**config.mk**
```make
export PLATFORM = sky130hd
export DESIGN_NAME = ksm_vram_arb
export DESIGN_NICKNAME = d
export VERILOG_FILES = /design/src/rtl/ksm_pkg.sv /design/src/rtl/ksm_vram_arb.sv
export SDC_FILE = /design/constraint.sdc
export NUM_CORES = 1
export LEC_CHECK = 0
export CAP_MARGIN = 20
export CORE_MARGIN = 2
export CORE_UTILIZATION = 43
export DETAILED_ROUTE_END_ITERATION = 10
export PLACE_DENSITY = 0.95
export SKIP_CTS_REPAIR_TIMING = 1
export SKIP_LAST_GASP = 1
export SLEW_MARGIN = 20
export SYNTH_ARGS = -nofsm -noshare
export SYNTH_HDL_FRONTEND = slang
export SYNTH_SLANG_ARGS = --single-unit
```
**constraint.sdc**
```tcl
create_clock -name wb_clk_i -period 2.59 [get_ports wb_clk_i]
set_input_delay 0.518 -clock wb_clk_i [delete_from_list [all_inputs] [get_ports wb_clk_i]]
set_output_delay 0.518 -clock wb_clk_i [all_outputs]
set_load 0.005 [all_outputs]
```
**src/rtl/ksm_pkg.sv**
```systemverilog
// Shared constants for the KSM terminal video-RAM path: window base, bus widths
// and the CPU-side arbiter state encoding.
package ksm_pkg;

   localparam int KSM_AW = 12;
   localparam int KSM_DW = 16;
   localparam logic [15:0] VRAM_BASE = 16'o140000;

   typedef logic [2:0] state_t;

   localparam state_t S_IDLE   = 3'd0;
   localparam state_t S_ISSUE  = 3'd1;
   localparam state_t S_RDWAIT = 3'd2;
   localparam state_t S_ACK    = 3'd3;
   localparam state_t S_GAP    = 3'd4;

endpackage

```
**src/rtl/ksm_vram_arb.sv**
```systemverilog
// Single-port VRAM arbiter: video fetch owns any slot it asks for (2-cycle fixed latency),
// the Wishbone CPU fills the remaining slots and is acked after 2 (write) or 3 (read) cycles.
module ksm_vram_arb
   import ksm_pkg::*;
#(
   parameter int AW = KSM_AW,
   parameter int DW = KSM_DW
) (
   input  logic          wb_clk_i,
   input  logic          wb_rst_i,
   input  logic [15:0]   wb_adr_i,
   input  logic [DW-1:0] wb_dat_i,
   output logic [DW-1:0] wb_dat_o,
   input  logic          wb_cyc_i,
   input  logic          wb_stb_i,
   input  logic          wb_we_i,
   input  logic [1:0]    wb_sel_i,
   output logic          wb_ack_o,
   input  logic          vid_req_i,
   input  logic [AW-1:0] vid_adr_i,
   output logic [DW-1:0] vid_dat_o,
   output logic          vid_vld_o,
   output logic [AW-1:0] ram_adr_o,
   output logic [DW-1:0] ram_dat_o,
   output logic          ram_we_o,
   output logic [1:0]    ram_be_o,
   input  logic [DW-1:0] ram_dat_i,
   output logic [15:0]   stall_cnt_o
);

   state_t state;
   logic   cpu_we;
   logic   vid_p1;
   logic   cpu_req;
   logic   unused_adr;

   assign cpu_req    = wb_cyc_i & wb_stb_i;
   assign unused_adr = ^{wb_adr_i[15:AW+1], wb_adr_i[0]};

   // The RAM word arrives in the same cycle as the vld bit, so it is forwarded
   // directly to keep video latency at two cycles; zero when no fetch is valid.
   assign vid_dat_o = vid_vld_o ? ram_dat_i : '0;

   always_ff @(posedge wb_clk_i) begin
      if (!wb_rst_i) begin
         state       <= S_IDLE;
         cpu_we      <= 1'b0;
         vid_p1      <= 1'b0;
         vid_vld_o   <= 1'b0;
         wb_ack_o    <= 1'b0;
         wb_dat_o    <= '0;
         ram_adr_o   <= '0;
         ram_dat_o   <= '0;
         ram_we_o    <= 1'b0;
         ram_be_o    <= 2'b00;
         stall_cnt_o <= '0;
      end else begin
         vid_p1    <= vid_req_i;
         vid_vld_o <= vid_p1;
         wb_ack_o  <= 1'b0;

         // Slot ownership: video first, then a CPU access being accepted this cycle.
         if (vid_req_i) begin
            ram_adr_o <= vid_adr_i;
            ram_we_o  <= 1'b0;
            ram_be_o  <= 2'b11;
         end else if (state == S_IDLE && cpu_req) begin
            ram_adr_o <= wb_adr_i[AW:1];
            ram_dat_o <= wb_dat_i;
            ram_we_o  <= wb_we_i;
            ram_be_o  <= wb_we_i ? wb_sel_i : 2'b11;
         end else begin
            ram_we_o  <= 1'b0;
            ram_be_o  <= 2'b00;
         end

         case (state)
            S_IDLE: begin
               if (cpu_req) begin
                  if (vid_req_i) begin
                     if (stall_cnt_o != 16'hFFFF)
                        stall_cnt_o <= stall_cnt_o + 16'd1;
                  end else begin
                     cpu_we <= wb_we_i;
                     state  <= S_ISSUE;
                  end
               end
            end
            S_ISSUE: begin
               if (cpu_we) begin
                  wb_ack_o <= 1'b1;
                  state    <= S_ACK;
               end else begin
                  state    <= S_RDWAIT;
               end
            end
            S_RDWAIT: begin
               wb_dat_o <= ram_dat_i;
               wb_ack_o <= 1'b1;
               state    <= S_ACK;
            end
            S_ACK:   state <= S_GAP;
            // Master still has stb high here; ignoring it avoids a duplicate access.
            S_GAP:   state <= S_IDLE;
            default: state <= S_IDLE;
         endcase
      end
   end

endmodule

```
Word-level counts from Yosys, hierarchy flattened. Index checks and enable logic that the tools add are counted.

Output and inout bits: 81. Memory bits (read-only): 0. Bits of input ports: 68. Bits in writable memories: 0. Bits in latches: 0. Register bits: 70. Memories: 0. Logic and storage cells: 42.

Multiply operators: 0. Multiplexer cells: 12. Bitwise operators: 4. Divide/modulo/power cells: 0. Shifts and indexed selects: 0. $lt $le $gt $ge: 0. Reduce and logical (&&, ||, !) cells: 8. Equality and inequality tests: 6. Add/subtract/negate cells: 1.

Operators by type and width (number): 12-bit two-way mux (2); 16-bit by 1-bit adder with 16-bit output, second input constant (1); 16-bit two-way mux (1); 16-bit inequality test, second input constant (1); 3-bit case mux with 4 select lines (1); 3-bit by 2-bit equality test with 1-bit output, second input constant (2); 2-bit two-way mux (3); 3-bit two-way mux (2); 2-bit inequality test, second input constant (2); 2-bit AND reduction (2); 4-bit AND reduction (1); 3-bit by 1-bit equality test with 1-bit output, second input constant (1); 3-bit logical NOT (1); 1-bit inverter (3); 3-bit AND reduction (1); 3-bit OR reduction (1); 1-bit two-way mux (2); 1-bit case mux with 2 select lines (1); 2-bit nonzero test (1); 1-bit bitwise AND (1); 1-bit logical AND (1).

Logic depth before layout (Yosys ltp). Gate-level depths: netlist (run 1).

Depth in word-level cells: 4. Depth in mapped cells: 7. Depth with buffers taken out: 5.

Worst setup path after synthesis (run 1). OpenSTA, ideal clock, no wires.

Path kind: register to register. Start point: reg stall_cnt_o[0]. End point: reg stall_cnt_o[0]. Path slack: 0.822 ns. Data required time: 2.520 ns. Arrival time: 1.697 ns. Period minus slack after synthesis: 1.768 ns. Stages on the path, launching flop included: 8. Library setup time: 0.070 ns. Cell sequence: dfxtp_1 ha_1 and4_1 and4_1 clkbuf_1 buf_2 or3_1 a21oi_1.

Cells in the longest elaborated chain, start to end: 2. Elaborated cells on any way between the ends: 3. Classes of those cells: add/sub: 1; eq/ne: 1; reduce/logical: 1.

RTL lines: start: declaration (RTL line ksm_vram_arb.sv:28) `output logic [15:0] stall_cnt_o`; start signal: assignment (RTL line ksm_vram_arb.sv:82) `stall_cnt_o <= stall_cnt_o + 16'd1;`; branches (longest 2 deep; another with 16-bit by 1-bit adder with 16-bit output).

Several ways; the timed one is not identified. A chain may end at the register's enable or synchronous reset.

Worst setup path in the final report (run 1).
Start point: in ram_dat_i[2]. End point: out vid_dat_o[2].

Cells in the longest elaborated chain, start to end: 1.

RTL lines: start: declaration (RTL line ksm_vram_arb.sv:27) `input logic [DW-1:0] ram_dat_i,`; 16-bit two-way mux (RTL line ksm_vram_arb.sv:42) `assign vid_dat_o = vid_vld_o ? ram_dat_i : '0;`; end: declaration (RTL line ksm_vram_arb.sv:21) `output logic [DW-1:0] vid_dat_o,`.

Every way passes these cells.

==> metrics, run 1 <==
outcome=finished, final reports clean; part of the cycle the worst path needs=83.5%; count of different cell masters after synthesis=36; Slowest-stage cell, CP=clkdlybuf4s50_1; worst IR drop on VDD=0.429 mV; leading register cell type out of synthesis=dfxtp_1; share of synthesized area occupied by flip-flops and latches=47.2%; maximum number of pins on one net before global-route repair=28; shortest period the worst path allows=2160 ps; reported net switching power=552 µW; max-capacitance violation count=0; CTS tree=yes; part of the power in combinational logic=13.3%; Antenna diodes=0; largest fanout on the critical path=2; via total after detailed routing=2942; highest clock rate=463 MHz; total leakage power=1.67 nW; number of routed nets with antenna violations=0; Vias/cell=5.23; area used by multi-input combinational logic=0.00145 mm²; floorplan die area=0.00758 mm²; H-tree depth=3; maximum number of buffers from clock root to sink=2; all-layer global routing usage=21.7%; net switching fraction of the power=21.9%; Starting Density=44.2%; number of placement rows=30; Arrival @ worst endpoint=1640 ps; Worst Hold Class=reg2reg; # DRC=0; total of flip-flops plus latches after synthesis=70; instance area at placement=0.00448 mm²; area delta synth->final=58.9%; ports placed on the boundary=149; max_slew headroom=60.6%; wire length of the first global-routing pass=13.0 mm; floorplan die height=87.1 µm; residual overflow from global routing=0; total CTS buffers=9; Fill cells=522; element type at the critical path start=input pin; starting DRC count in detailed routing=174; Synthesis Warnings=0; buffers added on ports=144; final count of negative-setup-slack endpoints=0; cell count after synthesis=334; startpoint-to-endpoint class of the critical path=in2out; Synthesized Nets=403; family of cells with the greatest summed delay on the critical path=buffers and inverters; number of global-route vias before repair=2863; number of iterations in the first detailed-routing pass=4; Critical Path End Type=output port; routability congestion estimate from global placement=0.890; initial antenna violation count=0; buffer cell driving the clock tree root=clkbuf_8; cell repeated most along the worst path=clkdlybuf4s50_1; worst path required time=2070 ps; mean instance size in the synthesized netlist=8.89 µm²; clock group share of total power=41.2%; part of the total power dissipated in sequential elements=45.5%; Power Density=533 mW/mm²; RSZ-0062 raised after global routing=no; internal portion of total power=1.96 mW; area occupied by registers=0.00140 mm²; Final TNS setup=0 ps; Core Footprint=0.00672 mm²; clock sink total=70; Routed WL=8.04 mm; Detailed Place HPWL=5.94 mm; transition time at the pin with the least slew margin=590 ps; async set-or-reset flop fraction in the synthesized netlist=0%; final count of hold timing violations=0; WP buf/inv=2; stage delay of the slowest cell on the critical path=500 ps; critical path, cell by cell=clkdlybuf4s50_1 > and2_1 > clkdlybuf4s50_1; final design instance area without fill=0.00472 mm²; final layout net count=546; mapped cell area=0.00297 mm²; Clock Skews=10.7 ps; Pins Over Slew Limit=0; share of final-layout standard cells stronger than drive strength 1=5.81%; Post-synth EDFFs=0; Die Width=87.1 µm; average detailed-routed wire length per instance=14.3 µm; clk slew on worst S/H paths=70 ps; later-pin clock latency in the skew report=340 ps
==> cell type report <==
class,instances,area share (%)
Timing Repair Buffer,153,32.0
Multi-Input combinational cell,237,30.7
Sequential cell,70,29.7
Clock buffer,9,2.63
Clock inverter,7,2.39
Tap cell,80,2.12
Inverter,6,0.477
==> cells in the mapped netlist (all sizes together) (7+ instances only) <==
master / instances / area, µm²
dfxtp: 70 / 1400
or4: 7 / 52.6
and2: 19 / 119
buf: 7 / 58.8
nand2: 48 / 180
mux2i: 33 / 330
o31ai: 7 / 52.6
clkbuf: 14 / 52.6
a21oi: 39 / 195
o21ai: 15 / 75.1
nand2b: 9 / 56.3
nor2: 21 / 86.3
==> power groups by stage <==
stage | Combinational, mW | Sequential, mW | Clock [mW]
final | 0.334 | 1.14 | 1.04
after global routing | 0.365 | 1.15 | 1.11
after CTS | 0.338 | 1.14 | 1.06
after detailed placement | 0.336 | 1.17 | 0
after global placement | 0.327 | 1.17 | 0
after floorplan | 0.121 | 1.17 | 0
==> cells in the final DEF (no fill, tap or decap), drive strengths merged, types with 7 or more instances in the layout <==
master	n
a21oi	39
and2	19
buf	9
clkbuf	9
clkdlybuf4s50	144
dfxtp	70
mux2i	33
nand2	48
nand2b	9
nor2	21
o21ai	15
o31ai	7
or4	7
==> metal layers <==
layer	GRT usage, %	up-vias	part of all wire (%)
met5	0	-	0
met4	9.66	0	2.3
met3	7.01	18	7.9
met2	37.5	123	50
met1	24.2	1345	40
li1	-	1456	-
==> worst paths after layout <==
path	start	end	slack, ps	cells after the start
hold / removal	vid_p1	vid_vld_o	440	1
hold reg to reg	vid_p1	vid_vld_o	440	1
setup / recovery	ram_dat_i[2]	vid_dat_o[2]	430	3
setup reg to reg	stall_cnt_o[0]	stall_cnt_o[4]	550	5
==> worst register-to-register path, cell delays in order (launching register included) <==
cell and delay [ps]:
dfxtp_1 360, ha_1 300, and4_1 260, and4_1 370, or4_1 530, a21oi_1 150
==> state kept, by name, indices dropped and copies added (netlist names) <==
name / cells
wb_dat_o: 16
vid_p1: 1
cpu_we: 1
ram_we_o: 1
ram_be_o: 2
wb_ack_o: 1
vid_vld_o: 1
ram_adr_o: 12
ram_dat_o: 16
state: 3
stall_cnt_o: 16
==> stage by stage <==
step,power (mW),std cells,utilization (%),hold WS (ps),worst slack [ps]
after floorplan,1.29,334,-,412,822
after global placement,1.49,546,66.7,416,249
after detailed placement,1.50,546,66.7,431,172
after CTS,2.54,562,70.2,443,417
after global routing,2.63,562,70.2,462,333
final,2.51,562,70.2,440,428
==> kinds of logic after synthesis <==
logic type | share of synthesized area [%]
AND/OR/NAND/NOR | 23.7
flip-flops | 47.2
AO/OA/AOI/OAI | 13.1
multiplexers | 11.1
buffers and inverters | 4.51
adder cells (fa/ha/maj) | 0.422
Note: power is estimated with default switching activity, not from simulation.
==> run 2, diff against run 1 <==
--- a/config.mk
+++ b/config.mk
@@ -7,9 +7,9 @@
 export LEC_CHECK = 0
 export CAP_MARGIN = 20
 export CORE_MARGIN = 2
-export CORE_UTILIZATION = 43
+export CORE_UTILIZATION = 36
 export DETAILED_ROUTE_END_ITERATION = 10
-export PLACE_DENSITY = 0.95
+export PLACE_DENSITY = 0.88
 export SKIP_CTS_REPAIR_TIMING = 1
 export SKIP_LAST_GASP = 1
 export SLEW_MARGIN = 20
==> constraint.sdc (replaced) <==
create_clock -name wb_clk_i -period 1.9 [get_ports wb_clk_i]
set_input_delay 0.38 -clock wb_clk_i [delete_from_list [all_inputs] [get_ports wb_clk_i]]
set_output_delay 0.38 -clock wb_clk_i [all_outputs]
set_load 0.005 [all_outputs]
==> metrics, run 2 (synthesized netlist as in run 1, its figures left out) <==
startpoint-to-endpoint class of the critical path=in2out (unchanged); max_slew headroom=56.0% (was 60.6%); residual overflow from global routing=0 (unchanged); CTS tree=yes (unchanged); maximum number of pins on one net before global-route repair=44 (was 28); total CTS buffers=9 (unchanged); initial antenna violation count=0 (unchanged); maximum number of buffers from clock root to sink=2 (unchanged); clk slew on worst S/H paths=70 ps (about the same); smallest hold slack=439 ps (was 440 ps); Starting Density=36.7% (was 44.2%); worst IR drop on VDD=0.487 mV (was 0.429 mV); shortest period the worst path allows=1860 ps; instance area at placement=0.00460 mm² (was 0.00448 mm²); Core Footprint=0.00809 mm² (was 0.00672 mm²); starting DRC count in detailed routing=96 (was 174); final core utilization=60.4% (was 70.2%); most used cells in the layout excluding fill and tap cells=clkdlybuf4s50_1 (138), dfxtp_1 (69), nand2_1 (48) (was clkdlybuf4s50_1 (144), dfxtp_1 (70), nand2_1 (48)); all-layer global routing usage=18.2% (was 21.7%); clock sink total=70 (unchanged); highest clock rate=538 MHz; element type at the critical path start=input pin (unchanged); transition time at the pin with the least slew margin=660 ps (was 590 ps); Die Width=94.8 µm (was 87.1 µm); ports placed on the boundary=149 (unchanged); Clock Skews=7.60 ps (was 10.7 ps); max-capacitance violation count=0 (unchanged); area delta synth->final=64.8% (was 58.9%); Power Density=739 mW/mm² (was 533 mW/mm²); worst path required time=1520 ps (was 2070 ps); final count of negative-setup-slack endpoints=0 (unchanged); Detailed Place HPWL=6.13 mm (was 5.94 mm); average detailed-routed wire length per instance=13.5 µm (was 14.3 µm); final count of hold timing violations=0 (unchanged); number of routed nets with antenna violations=0 (unchanged); floorplan die height=94.8 µm (was 87.1 µm); Largest regs=ram_dat_o x16, stall_cnt_o x16, wb_dat_o x16 (unchanged); final layout net count=554 (was 546); total design power=3.61 mW (was 2.51 mW); most frequent standard cell in the layout excluding fill and tap cells=clkdlybuf4s50_1 (unchanged); Critical Path End Type=output port (unchanged); number of global-route vias before repair=2829 (was 2863); largest fanout on the critical path=2 (unchanged); RSZ-0062 raised after global routing=yes (was no); Worst Hold Class=reg2reg (unchanged); # DRC=0 (unchanged); Arrival @ worst endpoint=1480 ps (was 1640 ps); Pins Over Slew Limit=0 (unchanged); Vias/cell=4.89 (was 5.23); buffers added on ports=144 (unchanged); outcome=finished, final reports clean (unchanged); wire length of the first global-routing pass=13.1 mm (was 13.0 mm); Routed WL=8.06 mm (was 8.04 mm); later-pin clock latency in the skew report=330 ps (was 340 ps); final design instance area without fill=0.00489 mm² (was 0.00472 mm²); Final TNS setup=0 ps (unchanged); part of the cycle the worst path needs=97.9%; Antenna diodes=0 (unchanged); routability congestion estimate from global placement=0.753 (was 0.890); total leakage power=1.83 nW (was 1.67 nW); share of final-layout standard cells stronger than drive strength 1=7.96% (was 5.81%); via total after detailed routing=2911 (was 2942); H-tree depth=3 (unchanged); number of iterations in the first detailed-routing pass=4 (unchanged); floorplan die area=0.00899 mm² (was 0.00758 mm²); buffer cell driving the clock tree root=clkbuf_8 (unchanged); number of placement rows=33 (was 30)
[run 2: metrics by stage]
stage                     setup slack (ps)  cells
final                                 40.7    595
after detailed placement              -203    579
after global placement                -165    579
after floorplan                        132    334
after global routing                 -21.8    595
after CTS                             -210    595
[run 2: path summary, 6_finish.rpt]
path	end	slack [ps]	depth (start not counted)	start
setup reg to reg	stall_cnt_o[5]	140	5	stall_cnt_o[0]
hold / removal	vid_vld_o	440	1	vid_p1
hold reg to reg	vid_vld_o	440	1	vid_p1
setup / recovery	vid_dat_o[10]	40	3	ram_dat_i[10]
[run 2: report_power, final]
group | total (mW) | internal (mW) | switching, mW
logic | 0.473 | 0.300 | 0.173
registers | 1.56 | 1.52 | 0.0348
clock network | 1.58 | 1.01 | 0.572
[run 2: critical path: stages]
cell,delay [ps]
clkdlybuf4s50_1,480
and2_1,120
clkdlybuf4s50_1,500
[run 2: area by class of cell]
cell class / count / area (µm²)
multi-input combinational: 237 / 1450
inverter: 6 / 22.5
clock buffer: 9 / 124
fill: 704 / 3200
sequential: 70 / 1410
tap: 105 / 131
clock inverter: 7 / 146
timing repair buffer: 161 / 1610
[run 2: per-layer routing]
metal / up-vias / GRT usage [%] / share of wire [%]
met1: 1336 / 21.8 / 41
met5: - / 0 / 0
met4: 0 / 6.88 / 0.93
li1: 1473 / - / -
met3: 5 / 4.47 / 8.1
met2: 97 / 31.5 / 50
==> run 3, diff against run 2 <==
--- a/config.mk
+++ b/config.mk
@@ -16,3 +16,4 @@
 export SYNTH_ARGS = -nofsm -noshare
 export SYNTH_HDL_FRONTEND = slang
 export SYNTH_SLANG_ARGS = --single-unit
+export TNS_END_PERCENT = 10
==> metrics, run 3 (synthesized netlist as in run 1, its figures left out) <==
outcome=finished, final reports clean (unchanged); number of placement rows=33 (unchanged); part of the cycle the worst path needs=98.2% (was 97.9%); Vias/cell=4.89 (about the same); clk slew on worst S/H paths=70 ps (about the same); # DRC=0 (unchanged); Final TNS setup=0 ps (unchanged); RSZ-0062 raised after global routing=yes (unchanged); highest clock rate=536 MHz (was 538 MHz); max-capacitance violation count=0 (unchanged); share of final-layout standard cells stronger than drive strength 1=7.96% (unchanged); Routed WL=8.03 mm (was 8.06 mm); all-layer global routing usage=18.2% (unchanged); total CTS buffers=9 (unchanged); residual overflow from global routing=0 (unchanged); Pins Over Slew Limit=0 (unchanged); buffers added on ports=144 (unchanged); via total after detailed routing=2912 (was 2911); max_slew headroom=55.8% (was 56.0%); final count of hold timing violations=0 (unchanged); starting DRC count in detailed routing=95 (was 96); cell repeated most along the worst path=clkdlybuf4s50_1 (unchanged); buffer cell driving the clock tree root=clkbuf_8 (unchanged); Power Density=740 mW/mm² (was 739 mW/mm²); initial antenna violation count=0 (unchanged); Die Width=94.8 µm (unchanged); floorplan die area=0.00899 mm² (unchanged); number of cells in the design after placement=579 (unchanged); startpoint-to-endpoint class of the critical path=in2out (unchanged); stage delay of the slowest cell on the critical path=500 ps (about the same); family of cells with the greatest summed delay on the critical path=buffers and inverters (unchanged); number of routed nets with antenna violations=0 (unchanged); worst path required time=1520 ps (about the same); Largest regs=ram_dat_o x16, stall_cnt_o x16, wb_dat_o x16 (unchanged); area delta synth->final=64.4% (was 64.8%); number of global-route vias before repair=2829 (unchanged); Worst R2R Path Depth=5 (unchanged); critical path depth in cells=3 (unchanged); worst hold stages=1 (unchanged); worst IR drop on VDD=0.487 mV (about the same); Detailed Place HPWL=6.13 mm (unchanged); Worst Hold Class=reg2reg (unchanged); instance area at placement=0.00460 mm² (unchanged); maximum number of buffers from clock root to sink=2 (unchanged); final layout net count=554 (unchanged); Antenna diodes=0 (unchanged); final core utilization=60.3% (was 60.4%); Critical Path End Type=output port (unchanged); wire length of the first global-routing pass=13.1 mm (unchanged); Slowest-stage cell, CP=clkdlybuf4s50_1 (unchanged); critical path, cell by cell=clkdlybuf4s50_1 > and2_1 > clkdlybuf4s50_1 (unchanged); number of iterations in the first detailed-routing pass=4 (unchanged); average detailed-routed wire length per instance=13.5 µm (about the same); CTS tree=yes (unchanged); H-tree depth=3 (unchanged); clock sink total=70 (unchanged); most frequent standard cell in the layout excluding fill and tap cells=clkdlybuf4s50_1 (unchanged); element type at the critical path start=input pin (unchanged); routability congestion estimate from global placement=0.753 (unchanged); most used cells in the layout excluding fill and tap cells=clkdlybuf4s50_1 (143), dfxtp_1 (69), nand2_1 (48) (was clkdlybuf4s50_1 (138), dfxtp_1 (69), nand2_1 (48)); maximum number of pins on one net before global-route repair=44 (unchanged); Starting Density=36.7% (unchanged); ports placed on the boundary=149 (unchanged); transition time at the pin with the least slew margin=662 ps (was 660 ps); largest fanout on the critical path=2 (unchanged); later-pin clock latency in the skew report=330 ps (about the same); final design instance area without fill=0.00488 mm² (was 0.00489 mm²); count of non-filler cells in the finished layout=595 (unchanged); WP buf/inv=2 (unchanged); Clock Skews=7.52 ps (was 7.60 ps); floorplan die height=94.8 µm (unchanged); Arrival @ worst endpoint=1490 ps (was 1480 ps); final count of negative-setup-slack endpoints=0 (unchanged); smallest hold slack=439 ps (about the same); Core Footprint=0.00809 mm² (unchanged); total leakage power=1.75 nW (was 1.83 nW); shortest period the worst path allows=1870 ps (was 1860 ps)
## run 3: cell types whose count changed in the layout (fill, tap and decap cells not counted)
cell,previous run,this run
clkdlybuf4s50_1,138,143
dlymetal6s2s_1,6,1
## run 3: worst reg2reg max path, cell delays in order (launching register included)
cell and delay [ps]:
dfxtp_1 360, ha_1 220, and4_1 230, and4_4 240, or4_1 480, a21oi_1 150
## run 3: per-stage QoR
stage	power, mW	setup slack [ps]
6_report	3.61	34.4
2_1_floorplan	1.75	132
4_1_cts	3.66	-210
3_5_place_dp	2.07	-203
5_1_grt	3.76	-26.4
3_3_place_gp	2.05	-165
## run 3: area by class of cell
class,instances,area (µm²)
Clock buffer,9,124
Clock inverter,7,146
Fill cell,704,3210
Inverter,6,22.5
Multi-Input combinational cell,237,1450
Sequential cell,70,1410
Tap cell,105,131
Timing Repair Buffer,161,1600
## run 3: path summary, 6_finish.rpt
path | to | from | slack [ps]
max reg2reg | stall_cnt_o[5] | stall_cnt_o[0] | 150
min reg2reg | vid_vld_o | vid_p1 | 440
max | vid_dat_o[10] | ram_dat_i[10] | 30
min | vid_vld_o | vid_p1 | 440
## run 3: power breakdown
group	internal (mW)	total, mW	leakage [nW]	switching (mW)
combinational	0.300	0.473	1.04	0.173
clock	1.01	1.58	0.134	0.571
sequential	1.52	1.56	0.571	0.0348
total	2.83	3.61	1.75	0.779
## run 3: routing by layer
metal / GRT usage, % / up-vias / wire [µm]
li1: - / 1474 / -
met4: 6.88 / 0 / 75
met1: 21.8 / 1332 / 3280
met2: 31.5 / 101 / 4030
met5: 0 / - / 0
met3: 4.47 / 5 / 640
